## src/rtl/ctrl_decode_seq.sv

```systemverilog
// ctrl_decode_seq: registered RV32I control decoder between fetch and execute.
// Instruction in over valid/ready, one registered control bundle out over
// valid/ready; stalls further decode while an issued load/store awaits mem_ack.
// Ports: clk, nrst (sync active-low), flush, inst_valid/inst_ready/instruction,
//   ctrl_valid/ctrl_ready, mem_ack, alu_op, branch_type, control flags,
//   illegal, mem_timeout.
// Optional: define CTRL_MEM_TIMEOUT_EN to abandon MEM_WAIT after MEM_TIMEOUT
//   cycles without mem_ack and raise sticky mem_timeout.

module ctrl_decode_seq #(
    parameter int XLEN        = 32,
    parameter int ALU_OP_W    = 4,
    parameter int BR_W        = 3,
    parameter int MEM_TIMEOUT = 15
) (
    input  logic                clk,
    input  logic                nrst,
    input  logic                flush,
    input  logic                inst_valid,
    output logic                inst_ready,
    input  logic [XLEN-1:0]     instruction,
    output logic                ctrl_valid,
    input  logic                ctrl_ready,
    input  logic                mem_ack,
    output logic [ALU_OP_W-1:0] alu_op,
    output logic [BR_W-1:0]     branch_type,
    output logic                reg_write_en,
    output logic                alu_mux_en,
    output logic                mem_to_reg,
    output logic                read_mem,
    output logic                write_mem,
    output logic                store_byte,
    output logic                load_byte,
    output logic                pc_absolute_jump_vec,
    output logic                read_next_pc,
    output logic                illegal,
    output logic                mem_timeout
);

    if (XLEN != 32) begin : g_bad_xlen
        $error("ctrl_decode_seq: XLEN must be 32");
    end
    if (MEM_TIMEOUT < 1) begin : g_bad_tmo
        $error("ctrl_decode_seq: MEM_TIMEOUT must be >= 1");
    end

    localparam logic [ALU_OP_W-1:0] ALU_ADD  = ALU_OP_W'(0);
    localparam logic [ALU_OP_W-1:0] ALU_SUB  = ALU_OP_W'(1);
    localparam logic [ALU_OP_W-1:0] ALU_SLL  = ALU_OP_W'(2);
    localparam logic [ALU_OP_W-1:0] ALU_SRL  = ALU_OP_W'(3);
    localparam logic [ALU_OP_W-1:0] ALU_SRA  = ALU_OP_W'(4);
    localparam logic [ALU_OP_W-1:0] ALU_AND  = ALU_OP_W'(5);
    localparam logic [ALU_OP_W-1:0] ALU_OR   = ALU_OP_W'(6);
    localparam logic [ALU_OP_W-1:0] ALU_XOR  = ALU_OP_W'(7);
    localparam logic [ALU_OP_W-1:0] ALU_IMM  = ALU_OP_W'(8);
    localparam logic [ALU_OP_W-1:0] ALU_SLT  = ALU_OP_W'(9);
    localparam logic [ALU_OP_W-1:0] ALU_SLTU = ALU_OP_W'(10);

    localparam logic [6:0] OP_REG    = 7'b0110011;
    localparam logic [6:0] OP_IMM    = 7'b0010011;
    localparam logic [6:0] OP_LOAD   = 7'b0000011;
    localparam logic [6:0] OP_STORE  = 7'b0100011;
    localparam logic [6:0] OP_LUI    = 7'b0110111;
    localparam logic [6:0] OP_BRANCH = 7'b1100011;
    localparam logic [6:0] OP_JAL    = 7'b1101111;
    localparam logic [6:0] OP_JALR   = 7'b1100111;

    typedef struct packed {
        logic [ALU_OP_W-1:0] alu_op;
        logic [BR_W-1:0]     branch_type;
        logic                reg_write_en;
        logic                alu_mux_en;
        logic                mem_to_reg;
        logic                read_mem;
        logic                write_mem;
        logic                store_byte;
        logic                load_byte;
        logic                pc_absolute_jump_vec;
        logic                read_next_pc;
        logic                illegal;
    } ctrl_t;

    typedef enum logic [1:0] {IDLE, HOLD, MEM_WAIT} state_t;

    state_t state, state_nx;
    ctrl_t  bundle, dec;
    logic   dec_ok, accept, to_hit;

    wire [6:0] opcode = instruction[6:0];
    wire [2:0] f3     = instruction[14:12];
    wire [6:0] f7     = instruction[31:25];
    wire       f7_zero = (f7 == 7'b0000000);
    wire       f7_alt  = (f7 == 7'b0100000);

    logic unused_bits;
    assign unused_bits = ^{instruction[24:15], instruction[11:7]};

    // Shared funct3 -> ALU mapping for OP and OP-IMM; alt selects SUB/SRA.
    function automatic logic [ALU_OP_W-1:0] alu_of(input logic [2:0] f,
                                                   input logic alt);
        case (f)
            3'b000:  return alt ? ALU_SUB : ALU_ADD;
            3'b001:  return ALU_SLL;
            3'b010:  return ALU_SLT;
            3'b011:  return ALU_SLTU;
            3'b100:  return ALU_XOR;
            3'b101:  return alt ? ALU_SRA : ALU_SRL;
            3'b110:  return ALU_OR;
            default: return ALU_AND;
        endcase
    endfunction

    always_comb begin
        dec    = '0;
        dec_ok = 1'b1;
        unique case (1'b1)
            opcode == OP_REG: begin
                dec.reg_write_en = 1'b1;
                dec.alu_op       = alu_of(f3, f7_alt);
                dec_ok = f7_zero |
                         (f7_alt & ((f3 == 3'b000) | (f3 == 3'b101)));
            end
            opcode == OP_IMM: begin
                // Only shifts constrain funct7; it is immediate data otherwise.
                dec.reg_write_en = 1'b1;
                dec.alu_mux_en   = 1'b1;
                dec.alu_op       = alu_of(f3, (f3 == 3'b101) & f7_alt);
                if (f3 == 3'b001)
                    dec_ok = f7_zero;
                else if (f3 == 3'b101)
                    dec_ok = f7_zero | f7_alt;
            end
            opcode == OP_LOAD: begin
                dec.reg_write_en = 1'b1;
                dec.alu_mux_en   = 1'b1;
                dec.mem_to_reg   = 1'b1;
                dec.read_mem     = 1'b1;
                dec.load_byte    = (f3 == 3'b000);
                dec_ok = (f3 == 3'b000) | (f3 == 3'b010);
            end
            opcode == OP_STORE: begin
                dec.alu_mux_en = 1'b1;
                dec.write_mem  = 1'b1;
                dec.store_byte = (f3 == 3'b000);
                dec_ok = (f3 == 3'b000) | (f3 == 3'b010);
            end
            opcode == OP_LUI: begin
                dec.reg_write_en = 1'b1;
                dec.alu_mux_en   = 1'b1;
                dec.alu_op       = ALU_IMM;
            end
            opcode == OP_BRANCH: begin
                dec.alu_op = ALU_SUB;
                case (f3)
                    3'b000:  dec.branch_type = BR_W'(1);
                    3'b001:  dec.branch_type = BR_W'(2);
                    3'b100:  dec.branch_type = BR_W'(3);
                    3'b101:  dec.branch_type = BR_W'(4);
                    3'b110:  dec.branch_type = BR_W'(5);
                    3'b111:  dec.branch_type = BR_W'(6);
                    default: dec_ok = 1'b0;
                endcase
            end
            opcode == OP_JAL: begin
                dec.branch_type  = BR_W'(7);
                dec.reg_write_en = 1'b1;
                dec.read_next_pc = 1'b1;
            end
            opcode == OP_JALR: begin
                dec.branch_type          = BR_W'(7);
                dec.reg_write_en         = 1'b1;
                dec.read_next_pc         = 1'b1;
                dec.pc_absolute_jump_vec = 1'b1;
                dec_ok = (f3 == 3'b000);
            end
            default: dec_ok = 1'b0;
        endcase
        if (!dec_ok) begin
            dec         = '0;
            dec.illegal = 1'b1;
        end
    end

    wire bundle_mem = bundle.read_mem | bundle.write_mem;

    always_comb begin
        inst_ready = 1'b0;
        state_nx   = state;
        if (nrst && !flush) begin
            case (state)
                IDLE:     inst_ready = 1'b1;
                HOLD:     inst_ready = ctrl_ready & ~bundle_mem;
                MEM_WAIT: inst_ready = mem_ack;
                default:  inst_ready = 1'b0;
            endcase
        end
        accept = inst_valid & inst_ready;
        case (state)
            IDLE:
                if (accept) state_nx = HOLD;
            HOLD:
                if (ctrl_ready) begin
                    if (bundle_mem)  state_nx = MEM_WAIT;
                    else if (accept) state_nx = HOLD;
                    else             state_nx = IDLE;
                end
            MEM_WAIT:
                if (mem_ack)     state_nx = accept ? HOLD : IDLE;
                else if (to_hit) state_nx = IDLE;
            default: state_nx = IDLE;
        endcase
        if (flush) state_nx = IDLE;
    end

    always_ff @(posedge clk) begin
        if (!nrst) begin
            state  <= IDLE;
            bundle <= '0;
        end else begin
            state <= state_nx;
            // Idle carries no bundle, so a flush discards it too.
            if (state_nx == IDLE) bundle <= '0;
            else if (accept)      bundle <= dec;
        end
    end

`ifdef CTRL_MEM_TIMEOUT_EN
    localparam int CNT_W = $clog2(MEM_TIMEOUT + 1);

    logic [CNT_W-1:0] to_cnt;
    logic             to_flag;

    assign to_hit = (state == MEM_WAIT) && !mem_ack &&
                    (to_cnt == CNT_W'(MEM_TIMEOUT - 1));

    // Held at zero outside MEM_WAIT, so every entry starts from zero.
    always_ff @(posedge clk) begin
        if (!nrst) begin
            to_cnt  <= '0;
            to_flag <= 1'b0;
        end else begin
            if (state != MEM_WAIT) to_cnt <= '0;
            else if (!mem_ack)     to_cnt <= to_cnt + CNT_W'(1);
            if (to_hit && !flush)  to_flag <= 1'b1;
        end
    end

    assign mem_timeout = to_flag;
`else
    assign to_hit      = 1'b0;
    assign mem_timeout = 1'b0;
`endif

    assign ctrl_valid           = (state == HOLD);
    assign alu_op               = bundle.alu_op;
    assign branch_type          = bundle.branch_type;
    assign reg_write_en         = bundle.reg_write_en;
    assign alu_mux_en           = bundle.alu_mux_en;
    assign mem_to_reg           = bundle.mem_to_reg;
    assign read_mem             = bundle.read_mem;
    assign write_mem            = bundle.write_mem;
    assign store_byte           = bundle.store_byte;
    assign load_byte            = bundle.load_byte;
    assign pc_absolute_jump_vec = bundle.pc_absolute_jump_vec;
    assign read_next_pc         = bundle.read_next_pc;
    assign illegal              = bundle.illegal;

endmodule

```

## config.mk

```make
export PLATFORM = sky130hd
export DESIGN_NAME = ctrl_decode_seq
export DESIGN_NICKNAME = d
export VERILOG_FILES = /design/src/rtl/ctrl_decode_seq.sv
export SDC_FILE = /design/constraint.sdc
export NUM_CORES = 1
export LEC_CHECK = 0
export CAP_MARGIN = 20
export CORE_UTILIZATION = 43
export CTS_CLUSTER_DIAMETER = 80
export DETAILED_ROUTE_END_ITERATION = 12
export PLACE_DENSITY = 0.85
export SLEW_MARGIN = 20
export SYNTH_ARGS = -nofsm -noshare
export SYNTH_HDL_FRONTEND = slang
export SYNTH_SLANG_ARGS = --single-unit
export TNS_END_PERCENT = 20
```

## constraint.sdc

```tcl
create_clock -name clk -period 5.2 [get_ports clk]
set_clock_uncertainty 0.2 [all_clocks]
set_input_delay 0.52 -clock clk [delete_from_list [all_inputs] [get_ports clk]]
set_output_delay 0.52 -clock clk [all_outputs]
set_load 0.05 [all_outputs]
```

==> flow_summary.ini, run 1 <==
[grt]
grt_max_degree = 14
grt_pass1_vias = 1027
grt_first_pass_wirelength_microns = 4490
overflow = 0
antenna_found_initial = 0
grt_usage_pct = 21.4

[synthesis]
synth-edff-count = 0
synth.avg_cell_area_sq_um = 8.57
yosysSeqAreaShare_pct = 31.1
ys.flop_type = dfxtp_1
ys_ff_latch = 18
syn_area_sq_um = 1160
syn-num-nets = 173
synth.distinct_cells = 51
synth_fa_ha_area_share_pct = 0
synth_cells = 135
yosysWarnings = 0
yosys.area_share.simple_pct = 26.7
synth_top_family_by_area = compound AO/OA/AOI/OAI gates
synth_xor_area_share_pct = 1.51
synth_compound_area_share_pct = 30.5
synthMuxAreaShare_pct = 0
async_flop_share_pct = 0

[setup_path]
cp.required_ns = 4.48
critPathLaunchType = primary input
r2r-start = write_mem
ff2ff_setup_slack_ns = 2.86
worst_setup_path_end_kind = output pin
rr_endpoint = alu_op[2]
path_max_fanout = 3
arrival_ns = 2.50
startpoint = ctrl_ready
r2r.worst_path.cells = 4
endpoint = inst_ready
path_class = primary input to output pin

[final_layout]
largest_reg_flops = 4
diodes = 0
post-route-cell-area_sq_um = 1550
syn2layout_area_growth_pct = 33.9
fillers = 226
final_net_count = 208
drive_gt1_share_pct = 8.28

[outcome]
status = complete, no violations

[min_path]
hp-class = flip-flop to flip-flop

[routing]
firstDrtPassIters = 4
routed_wl_microns = 2910
vias = 1174
drc = 0
drt_iter0_markers = 35
wl_per_cell_microns = 14.6
postRouteAntennaNets = 0
vias_per_cell = 5.90

[clocking]
cts_hold_buf = 0
cts_tree = yes
path_clk_slew_ns = 0.11
cts.sinks = 18
cts_resized = 0
htree_levels = 1
numCtsBuffers = 3
clk_path_buf_depth = 2
clock-root-buffer = clkbuf_4
clk_latency_ns = 0.29
cts_setup_buffers = 0

[sta]
finalHoldViolCount = 0
period_minus_slack_ns = 3.22
setup_viol = 0
fin_ws_ns = 1.98
maxSlewViolCount = 0
grt_setup_unrepaired = no
finalCritPeriodShare_pct = 61.9
slew-limit-headroom_pct = 40.4
max_freq_ghz = 0.311
fin_setup_tns_ns = 0
tightest_slew_ns = 0.891

[power_and_ir_drop]
p_leak_nw = 0.573
powerDensity_nw_per_um2 = 181
peakVddDrop_mv = 0.191

[die]
start_util_pct = 46.3
die_w_microns = 53.9
ioPinCount = 58
dieArea_sq_um = 2900
coreArea_sq_um = 2500
fp-row-count = 18
die_y_microns = 53.9

[placed_design]
port_buffers = 41
postPlaceCellArea_sq_um = 1510
place_congestion = 0.878
hpwlAfterDp_microns = 2260
place_ws_ns = 1.99

[job]
max-cap-violations = 0
layout by cell type (no fill, tap or decap), drive strengths merged, types with 2 or more instances in the layout:
cell type and n:
nand2b 2, nand3 2, nor3 2, dfxtp 18, and3 4, clkbuf 4
o21ai 6, nand2 8, nor4b 3, and2b 2, a22oi 3, a21oi 6
nand3b 2, o21a 2, clkdlybuf4s50 41, and2 2, nor4 2, a32o 4
nor2 14, a31oi 2, a41oi 2, a22o 10, inv 6, o31ai 2
nand4 2
metrics by stage:
step                hold WS, ns  instances  total power, mW  utilization (%)
finish                    0.257        199            0.281             62.0
global route              0.298        199            0.294             62.0
CTS                       0.263        199            0.283             62.0
detailed placement        0.248        195            0.198             60.6
global placement          0.238        195            0.196             60.6
floorplan                 0.350        135            0.176                -
routing by layer:
metal | up-vias | track usage [%] | wire, microns
met5 | - | 0 | 0
met4 | 0 | 6.58 | 51
met3 | 4 | 5.08 | 177
met2 | 52 | 37.7 | 1440
met1 | 540 | 25.4 | 1250
li1 | 578 | - | -
where the power goes:
part / internal [mW] / switching, mW / total (mW)
registers: 0.139 / 0.000625 / 0.139
logic: 0.0264 / 0.0298 / 0.0562
clock network: 0.0427 / 0.0430 / 0.0857
final cells by class:
type	count	area, sq um	share of cell area (%)
clock buffer	4	36.3	2.34
multi-input combinational	100	683	44.1
inverter	6	22.5	1.45
timing repair buffer	41	410	26.5
sequential	18	360	23.2
tap	30	37.5	2.42
worst min-delay path by stage:
| stage | depth (start not counted) | slack, ns | from | endpoint |
|---|---|---|---|---|
| after detailed placement | 2 | 0.25 | illegal | illegal |
| after global routing | 2 | 0.30 | illegal | illegal |
| after global placement | 2 | 0.24 | illegal | illegal |
| final | 2 | 0.26 | illegal | illegal |
| after floorplan | 3 | 0.35 | state[0] | state[0] |
| after CTS | 2 | 0.26 | illegal | illegal |
synth_stat cells (all sizes together) (2+ instances only):
master / instances / share of area, %
dfxtp: 18 / 31
nor2: 14 / 4.5
a22o: 10 / 7.6
buf: 9 / 7.2
nand2: 8 / 2.6
a21oi: 6 / 2.6
inv: 6 / 1.9
o21ai: 6 / 2.6
a32o: 4 / 3.7
and3: 4 / 2.6
a22oi: 3 / 1.9
nor4b: 3 / 2.3
a31oi: 2 / 1.6
a41oi: 2 / 1.5
and2: 2 / 1.1
and2b: 2 / 1.4
clkbuf: 2 / 0.65
nand2b: 2 / 1.1
nand3: 2 / 0.86
nand3b: 2 / 1.3
nand4: 2 / 1.1
nor3: 2 / 0.86
nor4: 2 / 1.1
o21a: 2 / 1.3
o31ai: 2 / 1.3
cell families (layout without fill, tap and decap cells):
logic type      Yosys count  after routing
other cells               1              1
compound gates           44             44
simple gates             53             53
buf+inv                  17             51
xor+xnor                  2              2
flops                    18             18
critical path, stage by stage:
cell,delay [ns]
clkdlybuf4s50_1,0.51
nor4b_1,0.48
nor2_1,0.08
nor2_1,0.11
clkdlybuf4s50_1,0.81
(Power assumes the default switching activity.)
==> run 2: changes to the inputs <==
- CORE_UTILIZATION: 43 -> 40
- PLACE_DENSITY: 0.85 -> 0.8
- clock period: 5.2 -> 3.3 ns (I/O delays scaled with it)
==> run 2 against run 1 <==
Die area rose by 7.2%. Routed wire length fell by 5.0%. Critical endpoint unchanged. Sequential cell count is the same. Critical path depth unchanged. Power up 58%. Combinational power grew 58%. Via count rose by 1.3%. First-iteration DRC count shrank 54%. Sequential share of layout area is 0.24 points lower. Clock-buffer cell count stayed put. Utilization shrank 5.2 points. Global-route usage shrank 2.8 points.
==> flow_summary.ini, run 2 (synthesis gave the netlist of run 1 again) <==
[outcome]
status = complete, no violations

[clocking]
cts_resized = 0
clk_latency_ns = 0.29
cts_setup_buffers = 0
clk_path_buf_depth = 2
cts.sinks = 18
clock-root-buffer = clkbuf_4
cts_tree = yes
htree_levels = 1
numCtsBuffers = 3
path_clk_slew_ns = 0.10
cts_hold_buf = 0

[die]
die_w_microns = 55.8
ioPinCount = 58
dieArea_sq_um = 3110
die_y_microns = 55.8
coreArea_sq_um = 2760
start_util_pct = 42.0
fp-row-count = 19

[job]
max-cap-violations = 0

[sta]
fin_setup_tns_ns = 0
hold_ws_ns = 0.261
grt_setup_unrepaired = no
fin_ws_ns = 0.546
period_minus_slack_ns = 2.75
finalHoldViolCount = 0
finalCritPeriodShare_pct = 83.5
setup_viol = 0
slew-limit-headroom_pct = 66.2
maxSlewViolCount = 0
max_freq_ghz = 0.363
tightest_slew_ns = 0.506

[setup_path]
path_cells = clkdlybuf4s50_1 -> nor4b_1 -> nor2_1 -> nor2_1 -> clkdlybuf4s50_1
cpPeakStageDelay_ns = 0.80
critPathLaunchType = primary input
r2r.worst_path.cells = 6
cp.required_ns = 2.77
worst_setup_path_end_kind = output pin
arrival_ns = 2.22
slowest_stage = clkdlybuf4s50_1
path_class = primary input to output pin
path_max_fanout = 3

[final_layout]
most-common-layout-cells = clkdlybuf4s50_1 (41), dfxtp_1 (18), nor2_1 (14)
post-route-cell-area_sq_um = 1570
final_net_count = 210
syn2layout_area_growth_pct = 35.4
drive_gt1_share_pct = 9.36
largest_reg_flops = 4
diodes = 0
layout_commonest_cell = clkdlybuf4s50_1

[grt]
grt_usage_pct = 18.7
antenna_found_initial = 0
grt_max_degree = 14
overflow = 0
grt_first_pass_wirelength_microns = 4750
grt_pass1_vias = 1121

[placed_design]
port_buffers = 41
postPlaceCellArea_sq_um = 1530
hpwlAfterDp_microns = 2140
place_congestion = 0.844
place_ws_ns = 0.546

[power_and_ir_drop]
power_frac_seq_pct = 49.5
powerDensity_nw_per_um2 = 283
clkPwrFrac_pct = 30.5
combPwrFrac_pct = 20.1
p_int_mw = 0.328
power_mw = 0.443
p_leak_nw = 0.584
peakVddDrop_mv = 0.321
switching_power_mw = 0.115
swShare_pct = 26.0

[routing]
vias_per_cell = 5.89
firstDrtPassIters = 4
drc = 0
drt_iter0_markers = 16
wl_per_cell_microns = 13.7
postRouteAntennaNets = 0
vias = 1189
routed_wl_microns = 2770

[min_path]
hp-class = flip-flop to flip-flop
min_path_cells = 2
-- run 2: changes by cell type in the layout (fill, tap and decap cells not counted) --
cell and delta:
buf_4 +2
-- run 2: cell type report --
class,count,area [sq um]
multi-input combinational,100,683
tap,31,38.8
sequential,18,360
inverter,6,22.5
clock buffer,4,36.3
timing repair buffer,43,425
fill,254,1190
-- run 2: layer usage --
layer / share of wire (%) / global-route usage (%) / up-vias
li1: - / - / 580
met1: 44 / 22.5 / 562
met2: 49 / 33.0 / 42
met3: 5.3 / 4.65 / 5
met4: 0.87 / 4.64 / 0
met5: 0 / 0 / -
-- run 2: final timing paths --
kind | endpoint | slack (ns) | start
worst max register to register | read_next_pc | 1.27 | write_mem
worst min-delay path | illegal | 0.26 | illegal
worst max-delay path | inst_ready | 0.55 | ctrl_ready
worst min register to register | illegal | 0.26 | illegal
-- run 2: power by group through the flow --
stage | Clock, mW | Combinational, mW | Sequential [mW]
finish | 0.135 | 0.0888 | 0.219
global route | 0.151 | 0.0971 | 0.219
CTS | 0.142 | 0.0887 | 0.219
detailed placement | 0 | 0.0884 | 0.224
global placement | 0 | 0.0859 | 0.224
floorplan | 0 | 0.0503 | 0.226
-- run 2: through the flow --
stage,utilization [%],instances
2_1_floorplan,-,135
3_3_place_gp,55.5,198
3_5_place_dp,55.5,198
4_1_cts,56.8,202
5_1_grt,56.8,202
6_report,56.8,202
-- run 2: critical path, delay by kind of cell --
| kind | cells | cell delay [ns] |
|---|---|---|
| and+or+nand+nor | 3 | 0.59 |
| buffers and inverters | 2 | 1.30 |
==> run 3: changes to the inputs <==
- CORE_UTILIZATION: 40 -> 36
- PLACE_DENSITY: 0.8 -> 0.76
- clock period: 3.3 -> 2.3 ns (I/O delays scaled with it)
==> run 3 against run 2 <==
Routed wire length grew 15%. Cell count rose by 18%. Critical path type is now flip-flop to output pin. Die area up 11%. Largest power group unchanged. Via count is 7.4% higher. First-iteration DRC count rose to 5.4 times the previous value. Worst setup slack worse by 0.41 ns. Critical path depth is 3 lower. Combinational power rose by 77%. Largest cell class unchanged. Utilization up 1.3 points. Register-to-register slack worse by 1.1 ns. Non-clock buffer count is 24 higher.
==> flow_summary.ini, run 3 (synthesis gave the netlist of run 1 again) <==
[final_layout]
most-common-layout-cells = clkdlybuf4s50_1 (40), buf_4 (26), dfxtp_1 (18)
fillers = 286
diodes = 0
ff_latch_area_sq_um = 360
post-route-cell-area_sq_um = 1780
largest_reg_flops = 4
final_net_count = 234
layout_commonest_cell = clkdlybuf4s50_1
multi_input_area_sq_um = 686
syn2layout_area_growth_pct = 53.4
drive_gt1_share_pct = 21.5

[routing]
postRouteAntennaNets = 0
wl_per_cell_microns = 13.4
routed_wl_microns = 3190
drc = 0
vias = 1277
vias_per_cell = 5.34
drt_iter0_markers = 87
firstDrtPassIters = 5

[die]
die_w_microns = 58.7
die_y_microns = 58.7
fp-row-count = 20
ioPinCount = 58
start_util_pct = 37.9
dieArea_sq_um = 3450
coreArea_sq_um = 3050

[sta]
maxSlewViolCount = 0
slew-limit-headroom_pct = 43.5
finalCritPeriodShare_pct = 94.2
setup_viol = 0
finalHoldViolCount = 0
fin_setup_tns_ns = 0
period_minus_slack_ns = 2.17
max_freq_ghz = 0.461
tightest_slew_ns = 0.844
grt_setup_unrepaired = no

[setup_path]
critPathLaunchType = flip-flop
path_max_fanout = 5
cp.required_ns = 1.87
worst_setup_path_end_kind = output pin
path_class = flip-flop to output pin
arrival_ns = 1.74

[outcome]
status = complete, no violations

[power_and_ir_drop]
power_mw = 0.668
peakVddDrop_mv = 0.276
powerDensity_nw_per_um2 = 376
p_leak_nw = 0.706

[placed_design]
hpwlAfterDp_microns = 2520
place_congestion = 0.896
postPlaceCellArea_sq_um = 1740
port_buffers = 41

[clocking]
cts_hold_buf = 0
cts.sinks = 18
path_clk_slew_ns = 0.10
clk_latency_ns = 0.29
cts_resized = 0
cts_tree = yes
clock-root-buffer = clkbuf_4
clk_path_buf_depth = 2
cts_setup_buffers = 0
numCtsBuffers = 3
htree_levels = 1

[job]
max-cap-violations = 0

[grt]
overflow = 0
grt_pass1_vias = 1233
antenna_found_initial = 0
grt_usage_pct = 20.0
grt_max_degree = 14
grt_first_pass_wirelength_microns = 5290

[min_path]
hp-class = flip-flop to flip-flop
-- run 3: cell types whose count changed in the layout (fill, tap and decap cells not counted) --
cell,delta
buf_12,+1
nor2b_1,-1
buf_4,+24
clkdlybuf4s50_1,-1
nor2b_2,+1
-- run 3: worst paths after layout --
kind,to,depth (start not counted),startpoint,slack [ns]
worst max register to register,branch_type[0],5,write_mem,0.18
worst min register to register,illegal,2,illegal,0.26
worst min-delay path,illegal,2,illegal,0.26
worst max-delay path,ctrl_valid,2,state[0],0.13
-- run 3: per-layer routing --
metal / global-route usage [%] / vias to the layer above / part of all wire (%) / wire length [microns]
met1: 23.0 / 586 / 43 / 1380
met3: 4.18 / 4 / 6.4 / 205
li1: - / 630 / - / -
met4: 7.48 / 0 / 0.78 / 25
met5: 0 / - / 0 / 0
met2: 36.5 / 57 / 49 / 1580
-- run 3: layout make-up --
cell class / instances / area share, %
repair buffers: 67 / 34.7
well taps: 44 / 3.10
inverters: 6 / 1.27
multi-input cells: 100 / 38.6
flip-flops and latches: 18 / 20.3
clock buffers: 4 / 2.04
-- run 3: worst max-delay path: stages (launching register included) --
cell	delay (ns)
dfxtp_1	0.41
nor2b_2	0.21
clkdlybuf4s50_1	0.82
-- run 3: per-stage QoR --
| step | hold slack (ns) | setup slack, ns | utilization [%] | cells |
|---|---|---|---|---|
| floorplan | 0.197 | 0.156 | - | 135 |
| global placement | 0.239 | -0.0733 | 57.0 | 235 |
| detailed placement | 0.249 | -0.114 | 57.0 | 235 |
| CTS | 0.263 | 0.111 | 58.2 | 239 |
| global route | 0.299 | 0.0312 | 58.2 | 239 |
| finish | 0.264 | 0.133 | 58.2 | 239 |
-- run 3: report_power, final --
group          leakage [nW]  internal, mW  switching, mW
combinational         0.540        0.0832         0.0738
sequential            0.145         0.313        0.00148
clock                0.0210        0.0965          0.100
